## src/rtl/mem_responder_pkg.sv

```systemverilog
// Shared types and constants for the mem_responder slice.
// Latency: n/a (types, constants and an elaboration-time helper only).
// Backpressure: n/a.
package mem_responder_pkg;

  typedef enum logic [1:0] {
    IDLE    = 2'd0,
    WAIT    = 2'd1,
    DONE_RD = 2'd2,
    DONE_WR = 2'd3
  } mem_state_t;

  localparam int MEM_MAX_WAIT = 15;
  localparam int MEM_WCNT_W   = 4;

  // Clamp a requested wait-state count into what the 4-bit counter can hold.
  function automatic logic [MEM_WCNT_W-1:0] wait_load(input int cycles);
    logic [MEM_WCNT_W-1:0] v;
    if (cycles > MEM_MAX_WAIT) begin
      v = MEM_WCNT_W'(MEM_MAX_WAIT);
    end else if (cycles < 0) begin
      v = '0;
    end else begin
      v = MEM_WCNT_W'(cycles);
    end
    return v;
  endfunction

endpackage

```

## src/rtl/mem_wait_counter.sv

```systemverilog
// Loadable 4-bit down-counter that times the wait states of one access.
// Latency: load takes effect on the next edge; expire is combinational from the count.
// Backpressure: none; load wins over decrement, and the count saturates at zero.
module mem_wait_counter
  import mem_responder_pkg::*;
(
  input  logic                  clk,
  input  logic                  reset,
  input  logic                  load,
  input  logic [MEM_WCNT_W-1:0] load_val,
  input  logic                  dec,
  output logic [MEM_WCNT_W-1:0] value,
  output logic                  expire
);

  localparam logic [MEM_WCNT_W-1:0] ONE = MEM_WCNT_W'(1);

  logic [MEM_WCNT_W-1:0] cnt_q;
  logic [MEM_WCNT_W-1:0] cnt_d;

  // Load has priority; decrement never wraps below zero
  always_comb begin
    cnt_d = cnt_q;
    if (load) begin
      cnt_d = load_val;
    end else if (dec && (cnt_q != '0)) begin
      cnt_d = cnt_q - ONE;
    end
  end

  // Count register
  always_ff @(posedge clk or negedge reset) begin
    if (!reset) begin
      cnt_q <= '0;
    end else begin
      cnt_q <= cnt_d;
    end
  end

  assign value  = cnt_q;
  assign expire = (cnt_q == ONE);

endmodule

```

## src/rtl/mem_responder.sv

```systemverilog
// Memory responder for the controller's mem_rd/mem_wr level strobes, with optional parity (MEM_RESP_PARITY_EN).
// Latency: a strobe edge sampled at cycle N gives a one-cycle ready at cycle N+1+WAIT_CYCLES.
// Backpressure: none; edges arriving while an access is in flight are dropped and flagged on sticky err.
module mem_responder
  import mem_responder_pkg::*;
#(
  parameter int AWIDTH      = 5,
  parameter int DWIDTH      = 8,
  parameter int WAIT_CYCLES = 1
) (
  input  logic              clk,
  input  logic              reset,
  input  logic              mem_rd,
  input  logic              mem_wr,
  input  logic [AWIDTH-1:0] addr,
  input  logic [DWIDTH-1:0] data_in,
`ifdef MEM_RESP_PARITY_EN
  input  logic [1:0]        inject,
  output logic              parity_err,
`endif
  output logic [DWIDTH-1:0] data_out,
  output logic              ready,
  output logic              busy,
  output logic              err
);

  localparam logic [MEM_WCNT_W-1:0] WAIT_LD = wait_load(WAIT_CYCLES);
  localparam bit                    NO_WAIT = (WAIT_LD == '0);

  mem_state_t        state_q, state_d;
  logic              rd_q, wr_q;
  logic              op_wr_q, op_wr_d;
  logic [AWIDTH-1:0] addr_q, addr_d;
  logic [DWIDTH-1:0] wdat_q, wdat_d;
  logic              ready_q, ready_d;
  logic              busy_q, busy_d;
  logic              err_q, err_d;
  logic [DWIDTH-1:0] data_out_q, data_out_d;

  logic              start_rd, start_wr;
  logic              complete;
  logic              wcnt_load, wcnt_dec, wcnt_expire;
  logic [MEM_WCNT_W-1:0] wcnt_unused;

  // Array port: address/data come straight from the inputs when an access
  // completes without wait states, otherwise from the latched request.
  logic              mem_we;
  logic [AWIDTH-1:0] acc_addr;
  logic [DWIDTH-1:0] acc_wdat;
  logic [DWIDTH-1:0] mem_q [2**AWIDTH];

`ifdef MEM_RESP_PARITY_EN
  logic              mem_par_q [2**AWIDTH];
  logic              inj_q, inj_d, acc_inj;
  logic              parity_err_q, parity_err_d;
  logic              inject_unused;

  // inject[1] has no function yet
  assign inject_unused = inject[1];
`endif

  mem_wait_counter u_wait (
    .clk      (clk),
    .reset    (reset),
    .load     (wcnt_load),
    .load_val (WAIT_LD),
    .dec      (wcnt_dec),
    .value    (wcnt_unused),
    .expire   (wcnt_expire)
  );

  // Sequencer next state: accept edges in IDLE, time the wait, complete into DONE_*.
  // Read data, ready and the array write all happen on the edge entering DONE_*,
  // so data_out is already valid in the cycle ready is high.
  always_comb begin
    start_rd   = mem_rd & ~rd_q;
    start_wr   = mem_wr & ~wr_q;
    state_d    = state_q;
    op_wr_d    = op_wr_q;
    addr_d     = addr_q;
    wdat_d     = wdat_q;
    ready_d    = 1'b0;
    busy_d     = busy_q;
    err_d      = err_q;
    data_out_d = data_out_q;
    wcnt_load  = 1'b0;
    wcnt_dec   = 1'b0;
    complete   = 1'b0;
    mem_we     = 1'b0;
    acc_addr   = addr_q;
    acc_wdat   = wdat_q;
`ifdef MEM_RESP_PARITY_EN
    inj_d        = inj_q;
    acc_inj      = inj_q;
    parity_err_d = 1'b0;
`endif
    case (state_q)
      IDLE: begin
        acc_addr = addr;
        acc_wdat = data_in;
`ifdef MEM_RESP_PARITY_EN
        acc_inj  = inject[0];
`endif
        if (start_rd && start_wr) begin
          err_d = 1'b1;
        end else if (start_rd || start_wr) begin
          op_wr_d   = start_wr;
          addr_d    = addr;
          wdat_d    = start_wr ? data_in : wdat_q;
`ifdef MEM_RESP_PARITY_EN
          inj_d     = start_wr ? inject[0] : inj_q;
`endif
          wcnt_load = 1'b1;
          if (NO_WAIT) begin
            complete = 1'b1;
          end else begin
            state_d = WAIT;
            busy_d  = 1'b1;
          end
        end
      end
      WAIT: begin
        wcnt_dec = 1'b1;
        if (start_rd || start_wr) begin
          err_d = 1'b1;
        end
        if (wcnt_expire) begin
          complete = 1'b1;
        end
      end
      default: begin
        // DONE_RD / DONE_WR last exactly one cycle
        state_d = IDLE;
      end
    endcase

    if (complete) begin
      ready_d = 1'b1;
      busy_d  = 1'b0;
      if (op_wr_d) begin
        state_d = DONE_WR;
        mem_we  = 1'b1;
      end else begin
        state_d    = DONE_RD;
        data_out_d = mem_q[acc_addr];
`ifdef MEM_RESP_PARITY_EN
        parity_err_d = (^mem_q[acc_addr]) != mem_par_q[acc_addr];
        if (parity_err_d) begin
          err_d = 1'b1;
        end
`endif
      end
    end
  end

  // Sequencer state and registered outputs; edge history updates every cycle
  always_ff @(posedge clk or negedge reset) begin
    if (!reset) begin
      state_q    <= IDLE;
      rd_q       <= 1'b0;
      wr_q       <= 1'b0;
      op_wr_q    <= 1'b0;
      addr_q     <= '0;
      wdat_q     <= '0;
      ready_q    <= 1'b0;
      busy_q     <= 1'b0;
      err_q      <= 1'b0;
      data_out_q <= '0;
`ifdef MEM_RESP_PARITY_EN
      inj_q        <= 1'b0;
      parity_err_q <= 1'b0;
`endif
    end else begin
      state_q    <= state_d;
      rd_q       <= mem_rd;
      wr_q       <= mem_wr;
      op_wr_q    <= op_wr_d;
      addr_q     <= addr_d;
      wdat_q     <= wdat_d;
      ready_q    <= ready_d;
      busy_q     <= busy_d;
      err_q      <= err_d;
      data_out_q <= data_out_d;
`ifdef MEM_RESP_PARITY_EN
      inj_q        <= inj_d;
      parity_err_q <= parity_err_d;
`endif
    end
  end

  // Word array (not reset); a write only lands on its completion edge
  always_ff @(posedge clk) begin
    if (mem_we) begin
      mem_q[acc_addr] <= acc_wdat;
`ifdef MEM_RESP_PARITY_EN
      mem_par_q[acc_addr] <= (^acc_wdat) ^ acc_inj;
`endif
    end
  end

  assign data_out = data_out_q;
  assign ready    = ready_q;
  assign busy     = busy_q;
  assign err      = err_q;
`ifdef MEM_RESP_PARITY_EN
  assign parity_err = parity_err_q;
`endif

endmodule

```

## config.mk

```make
export PLATFORM = sky130hd
export DESIGN_NAME = mem_responder
export DESIGN_NICKNAME = d
export VERILOG_FILES = /design/src/rtl/mem_responder_pkg.sv /design/src/rtl/mem_wait_counter.sv /design/src/rtl/mem_responder.sv
export SDC_FILE = /design/constraint.sdc
export NUM_CORES = 1
export LEC_CHECK = 0
export CAP_MARGIN = 20
export CORE_AREA = 2 2 153 155
export CTS_CLUSTER_DIAMETER = 80
export DETAILED_ROUTE_END_ITERATION = 6
export DIE_AREA = 0 0 155 157
export GPL_TIMING_DRIVEN = 0
export PLACE_DENSITY_LB_ADDON = 0.08
export SLEW_MARGIN = 20
export SYNTH_ARGS = -nofsm -noshare
export SYNTH_HDL_FRONTEND = slang
export SYNTH_SLANG_ARGS = --single-unit
```

## constraint.sdc

```tcl
create_clock -name clk -period 2.8 [get_ports clk]
set_input_delay 0.42 -clock clk [delete_from_list [all_inputs] [get_ports clk]]
set_output_delay 0.42 -clock clk [all_outputs]
set_load 0.03 [all_outputs]
```

**After elaboration in Yosys (flattened, before gate mapping)**

Memories as Yosys holds them, arrays and structs flattened. A register that Yosys moved wholly into a read port is not among the register bits.
Index checks and enable logic that the tools add are counted.

- Bits in writable memories: 256
- Word-level logic and storage cells: 71
- Bits in registers: 25
- Memories: 1

Memory list:

| name | words | bits a word | rd ports | clocked after memory_dff | write ports | RTL line | text |
|---|---|---|---|---|---|---|---|
| mem_q | 32 | 8 | 1 | 1 | 1 | mem_responder.sv:50 | `logic [DWIDTH-1:0] mem_q [2**AWIDTH];` |

- Equality and inequality tests: 8
- Add/subtract/negate cells: 1
- Bitwise operators: 6
- Mux-type cells: 29
- Reductions and logical operators: 16

Operators with widths:

| kind | count |
|---|---|
| $mux 1 | 20 |
| $reduce_and 3->1 | 4 |
| $mux 4 | 2 |
| $mux 8 | 1 |
| $ne 2x2->1 const B | 4 |
| $reduce_bool 2->1 | 4 |
| $mux 2 | 3 |
| $ne 3x3->1 const B | 2 |
| $mux 5 | 1 |
| $eq 4x1->1 const B | 1 |
| $not 1->1 | 4 |
| $pmux 2 s2 | 1 |
| $reduce_and 4->1 | 1 |
| $reduce_bool 4->1 | 1 |
| $sub 4x1->4 const B | 1 |
| $and 1x1->1 | 2 |
| $eq 2x1->1 const B | 1 |
| $logic_and 1x1->1 | 2 |
| $logic_not 2->1 | 1 |
| $pmux 1 s2 | 1 |
| $reduce_and 2->1 | 1 |
| $logic_not 1->1 | 1 |
| $logic_or 1x1->1 | 1 |

**Longest topological paths before layout**

- Word-level depth: 10
- Depth in mapped cells: 9

**By module**

A second synthesis with hierarchy kept.

- Cell total of the unflattened synthesis: 703
- Area, all modules: 11212.0 um^2

By module, submodules not included:

| module | seq. area each (um^2) | times used | cells each | area each (um^2) |
|---|---|---|---|---|
| mem_responder | 8413.1 | 1 | 674 | 10929.2 |
| mem_wait_counter | 100.1 | 1 | 29 | 282.8 |

**Least setup slack after synthesis**

OpenSTA, ideal clock, no wires.

- Path type: input port to flip-flop
- Start: input port mem_wr
- End: memory mem_q[11][0] (enable)
- Cell stages on the path: 8
- Buffers on the path: 0
- Required time: 2.430 ns
- Setup time: 0.370 ns
- Data arrival time: 2.456 ns
- Slack: -0.026 ns
- Cell sequence: nor2b_1 -> inv_1 -> ha_1 -> nor4_4 -> mux2i_1 -> nor3_2 -> nand2_1 -> nor2_1

- Cells in the longest elaborated chain, start to end: 9
- Elaborated cells between the ends (all ways): 10
- Classes of those cells: mux: 7; bitwise: 1; reduce/logical: 2

Ends and longest elaborated chain:

| what | RTL line | text |
|---|---|---|
| start, declared | mem_responder.sv:14 | `input logic mem_wr,` |
| $and 1x1->1 * | mem_responder.sv:77 | `start_wr = mem_wr & ~wr_q;` |
| $logic_or 1x1->1 | mem_responder.sv:106 | `end else if (start_rd \|\| start_wr) begin` |
| $mux 1 | mem_responder.sv:106 |  |
| $mux 1 * | mem_responder.sv:104 | `if (start_rd && start_wr) begin` |
| $mux 1 * | mem_responder.sv:97 | `case (state_q)` |
| $mux 1 * | mem_responder.sv:140 | `if (op_wr_d) begin` |
| $mux 1 * | mem_responder.sv:137 | `if (complete) begin` |
| $mux 1 * | mem_responder.sv:193 | `if (mem_we) begin` |
| $mux 1 (implied by the code) * | mem_responder.sv:194 | `mem_q[acc_addr] <= acc_wdat;` |
| end, declared | mem_responder.sv:50 |  |

Every way passes the cells marked *; elsewhere a longest branch is shown, timed or not.

**Worst setup path after layout**

- Start: register state_q[0]
- End: register data_out_q[3] (netlist: data_out[3]), read port of mem_q

- Cells in the longest elaborated chain, start to end: 4
- Elaborated cells between the ends (all ways): 7
- Classes of those cells: eq/ne: 1; mux: 3; bitwise: 1; reduce/logical: 2

Ends and longest elaborated chain:

| what | RTL line | text |
|---|---|---|
| start, declared | mem_responder.sv:30 | `mem_state_t state_q, state_d;` |
| start signal, assigned | mem_responder.sv:174 | `state_q <= state_d;` |
| $logic_not 2->1 | mem_responder.sv:97 |  |
| $mux 1 | mem_responder.sv:97 |  |
| $not 1->1 (no source line) | - |  |
| $reduce_and 2->1 (no source line) | - |  |
| end, declared | mem_responder.sv:38 | `logic [DWIDTH-1:0] data_out_q, data_out_d;` |

Parallel ways exist; a longest one is shown, timed or not.
A chain may end at the register's enable or synchronous reset.

==> metrics.txt <==
# TYPE chip_impl_metric gauge
chip_impl_metric{name="floorplan.die_area",unit="um^2"} 24300
chip_impl_info{name="grt_setup_unrepaired",value="true"} 1
chip_impl_info{name="critPathLaunchType",value="register"} 1
chip_impl_metric{name="r2r_slack",unit="ns"} 0.08
chip_impl_metric{name="number_of_synthesized_register_bits",unit=""} 289
chip_impl_metric{name="synth-async-reset-ratio",unit="%"} 11.4
chip_impl_info{name="tritoncts",value="done"} 1
chip_impl_metric{name="initial_antenna_violation_count",unit=""} 0
chip_impl_metric{name="vias_per_cell",unit=""} 6.19
chip_impl_metric{name="worstPathArrival",unit="ns"} 3.13
chip_impl_metric{name="max_slew.worst_pin.slew",unit="ns"} 0.774
chip_impl_metric{name="grt_pass1_wl",unit="um"} 41400
chip_impl_metric{name="num-nets-final",unit=""} 779
chip_impl_metric{name="routabilityCongestion",unit=""} 0.870
chip_impl_metric{name="first_global_vias",unit=""} 6397
chip_impl_metric{name="cts_made_buffers",unit=""} 30
chip_impl_metric{name="die_h",unit="um"} 157
chip_impl_info{name="yosys_most_used_dff",value="edfxtp_1"} 1
chip_impl_metric{name="syn_area_per_cell",unit="um^2"} 16.1
chip_impl_metric{name="die_w",unit="um"} 155
chip_impl_metric{name="maxSlewHeadroom",unit="%"} 48.4
chip_impl_metric{name="totalPowerFinal",unit="mW"} 14.7
chip_impl_metric{name="clk_path_buf_depth",unit=""} 3
chip_impl_metric{name="cellLeakagePower",unit="nW"} 4.21
chip_impl_metric{name="fmax",unit="MHz"} 367
chip_impl_metric{name="netlist.area_leader.share",unit="%"} 69.0
chip_impl_metric{name="yosysSeqAreaShare",unit="%"} 76.4
chip_impl_metric{name="io_pins",unit=""} 28
chip_impl_metric{name="crit_path_max_fanout",unit=""} 10
chip_impl_metric{name="netlist_area",unit="um^2"} 11100
chip_impl_metric{name="post_synth_inst_count",unit=""} 694
chip_impl_metric{name="antenna_nets_post_route",unit=""} 0
chip_impl_info{name="critical_path.startpoint",value="state_q[0]"} 1
chip_impl_info{name="cts-root-buf",value="clkbuf_16"} 1
chip_impl_metric{name="htree_levels",unit=""} 1
chip_impl_metric{name="clkTransAtPathRegs",unit="ns"} 0.06
chip_impl_metric{name="post_layout_nonfiller_instances",unit=""} 1066
chip_impl_info{name="netlist.top_cell.by_area",value="edfxtp_1"} 1
chip_impl_metric{name="vias",unit=""} 6597
chip_impl_metric{name="placed_cells",unit=""} 1007
chip_impl_metric{name="synthDistinctLibCells",unit=""} 33
chip_impl_metric{name="drt-wirelength-per-cell",unit="um"} 27.0
chip_impl_info{name="status",value="finished clean"} 1
chip_impl_metric{name="final.setup_skew",unit="ns"} 0.0222
chip_impl_metric{name="grt_use_total",unit="%"} 23.6
chip_impl_info{name="worstReg2RegStart",value="state_q[0]"} 1
chip_impl_metric{name="grt_max_degree",unit=""} 33
chip_impl_metric{name="detail_route.first_pass.iterations",unit=""} 5
chip_impl_metric{name="detailedPlacementHpwl",unit="um"} 18400
chip_impl_metric{name="design.core.area",unit="um^2"} 22500
chip_impl_metric{name="globalRouteOverflowTotal",unit=""} 0
chip_impl_metric{name="cts_num_sinks",unit=""} 289
chip_impl_metric{name="yosys_warnings",unit=""} 0
chip_impl_metric{name="maxSlewViolCount",unit=""} 0
chip_impl_metric{name="drt_iter0_markers",unit=""} 687
chip_impl_metric{name="pwr_density_cell",unit="nW/um^2"} 1120
chip_impl_info{name="synth_top_cells_by_area",value="edfxtp_1, a22oi_1, dfrtp_1"} 1
chip_impl_metric{name="clock_period_minus_worst_slack",unit="ns"} 2.72
chip_impl_metric{name="floorplan.initialDensity",unit="%"} 49.5
chip_impl_metric{name="total_wirelength_of_the_detailed_routed_design",unit="um"} 28800
chip_impl_metric{name="placementRows",unit=""} 55
chip_impl_metric{name="antenna_cells",unit=""} 0
chip_impl_metric{name="reg2regPathDepth",unit=""} 9
chip_impl_info{name="critPathCaptureType",value="register"} 1
chip_impl_metric{name="finalSetupViolCount",unit=""} 0
chip_impl_metric{name="cap_violations",unit=""} 0
chip_impl_metric{name="synth_fp_nets",unit=""} 716
chip_impl_metric{name="clk-insertion-delay-late",unit="ns"} 0.56
chip_impl_metric{name="timing_hold_violations_final",unit=""} 0
chip_impl_metric{name="n_fill_cell",unit=""} 1718
chip_impl_metric{name="buffer_ports.inserted",unit=""} 27
chip_impl_metric{name="detail_route.drc_violations",unit=""} 0
chip_impl_metric{name="area_growth",unit="%"} 17.5
chip_impl_info{name="worstSetupPathType",value="reg2reg"} 1
chip_impl_info{name="worst_r2r_endpoint",value="data_out[3]"} 1
chip_impl_info{name="worst_hold_path_type",value="in2async"} 1
chip_impl_metric{name="setup-tns-final",unit="ns"} 0
chip_impl_metric{name="number_of_synthesized_flops_with_an_enable_pin",unit=""} 256
chip_impl_metric{name="post_route_cells_drive_above_1_share",unit="%"} 19.1
chip_impl_metric{name="vdd.ir_drop.worst",unit="mV"} 0.722
chip_impl_metric{name="min_period_over_period",unit="%"} 97.3
chip_impl_metric{name="worst-endpoint-required",unit="ns"} 3.21
flip-flops by register name (all words and copies together) (netlist names):
register / cells
rd_q: 1
wdat_q: 8
err: 1
mem_q: 256
busy: 1
u_wait.value: 4
op_wr_q: 1
ready: 1
state_q: 2
data_out: 8
addr_q: 5
wr_q: 1
critical path, stage by stage (launching register included):
cell	delay [ns]
dfrtp_1	0.37
buf_6	0.15
nor2_4	0.18
buf_4	0.22
mux2_2	0.38
nand2_1	0.20
clkbuf_4	0.31
a21oi_1	0.09
nor4_1	0.50
a31oi_1	0.18
per-stage QoR:
stage | setup slack [ns] | hold slack [ns] | util [%] | instance area [um^2]
CTS | 0.0177 | 0.229 | 57.9 | 13000
global route | -0.00177 | 0.250 | 58.2 | 13100
detailed placement | -1.52 | 0.253 | 52.4 | 11800
global placement | -1.47 | 0.461 | 52.3 | 11800
finish | 0.0770 | 0.236 | 58.2 | 13100
floorplan | -0.0261 | 0.124 | - | 11100
metal layers:
metal  GRT usage [%]  vias to the layer above  wire [um]
met5               0                        -          0
met4            7.19                        0        759
met3            4.82                       48       2090
met2            38.1                      258      13800
met1            32.8                     3393      12200
li1                -                     2898          -
cells in the mapped netlist (all sizes together), types with 2 or more instances:
library cell	n
dfrtp	33
xor2	2
a22oi	128
mux2i	6
nor4	9
ha	5
buf	34
o31ai	2
clkbuf	6
inv	6
mux2	22
edfxtp	256
a31oi	8
or4b	4
nand2	22
nor2	55
o21bai	2
nor3	11
o21ai	4
a21oi	68
or4	2
nand2b	6
repair_timing:
item / 4_1_cts / 5_1_grt
setup endpoints to repair: 264 / 262
hold buffers: 1 / 0
endpoints found under the hold margin: 33 / 0
setup buffers: 1 / 1
gates resized for setup: 80 / 11
pin swaps: 2 / 1
area by class of cell:
type                            count  area [um^2]  area share [%]
Timing Repair Buffer               31          323            2.46
Sequential cell                   289         8510            65.0
Clock inverter                     12         97.6           0.745
Multi-Input combinational cell    359         2680            20.5
Tap cell                          285          357            2.72
Inverter                            6         22.5           0.172
Buffer                             40          284            2.17
Clock buffer                       44          823            6.29
kinds of logic (layout without fill, tap and decap cells):
kind of cell | Yosys count | after routing | share of synthesized area, %
buf+inv | 46 | 133 | 2.66
flops | 289 | 289 | 76.4
xor+xnor | 2 | 2 | 0.157
simple gates | 111 | 111 | 4.79
fa+ha+maj | 5 | 5 | 0.561
compound gates | 213 | 213 | 12.7
mux | 28 | 28 | 2.76
where the power goes:
group / total, mW / switching, mW / internal, mW
combinational: 5.15 / 3.63 / 1.52
clock: 3.72 / 1.59 / 2.13
sequential: 5.84 / 0.164 / 5.68
worst max-delay path by stage:
stage	end	cells past startpoint	slack, ns
finish	data_out[3]	9	0.08
global route	data_out[0]	9	-0.002
CTS	data_out[6]	9	0.02
detailed placement	mem_q[18][2]	9	-1.52
global placement	mem_q[19][2]	9	-1.47
floorplan	mem_q[11][0]	8	-0.03
cell usage in the layout (no fill, tap or decap), drive strengths merged, types with 8 or more instances in the layout:
master         netlist  routed
a21oi               68      68
nor4                 9       9
dfrtp               33      33
nor2                55      55
clkbuf               6      52
a31oi                8       8
mux2                22      22
clkinv               0       9
buf                 34      36
nand2               22      22
edfxtp             256     256
a22oi              128     128
nor3                11      11
clkdlybuf4s50        0      26
No activity file was read; power rests on OpenSTA's default activity.
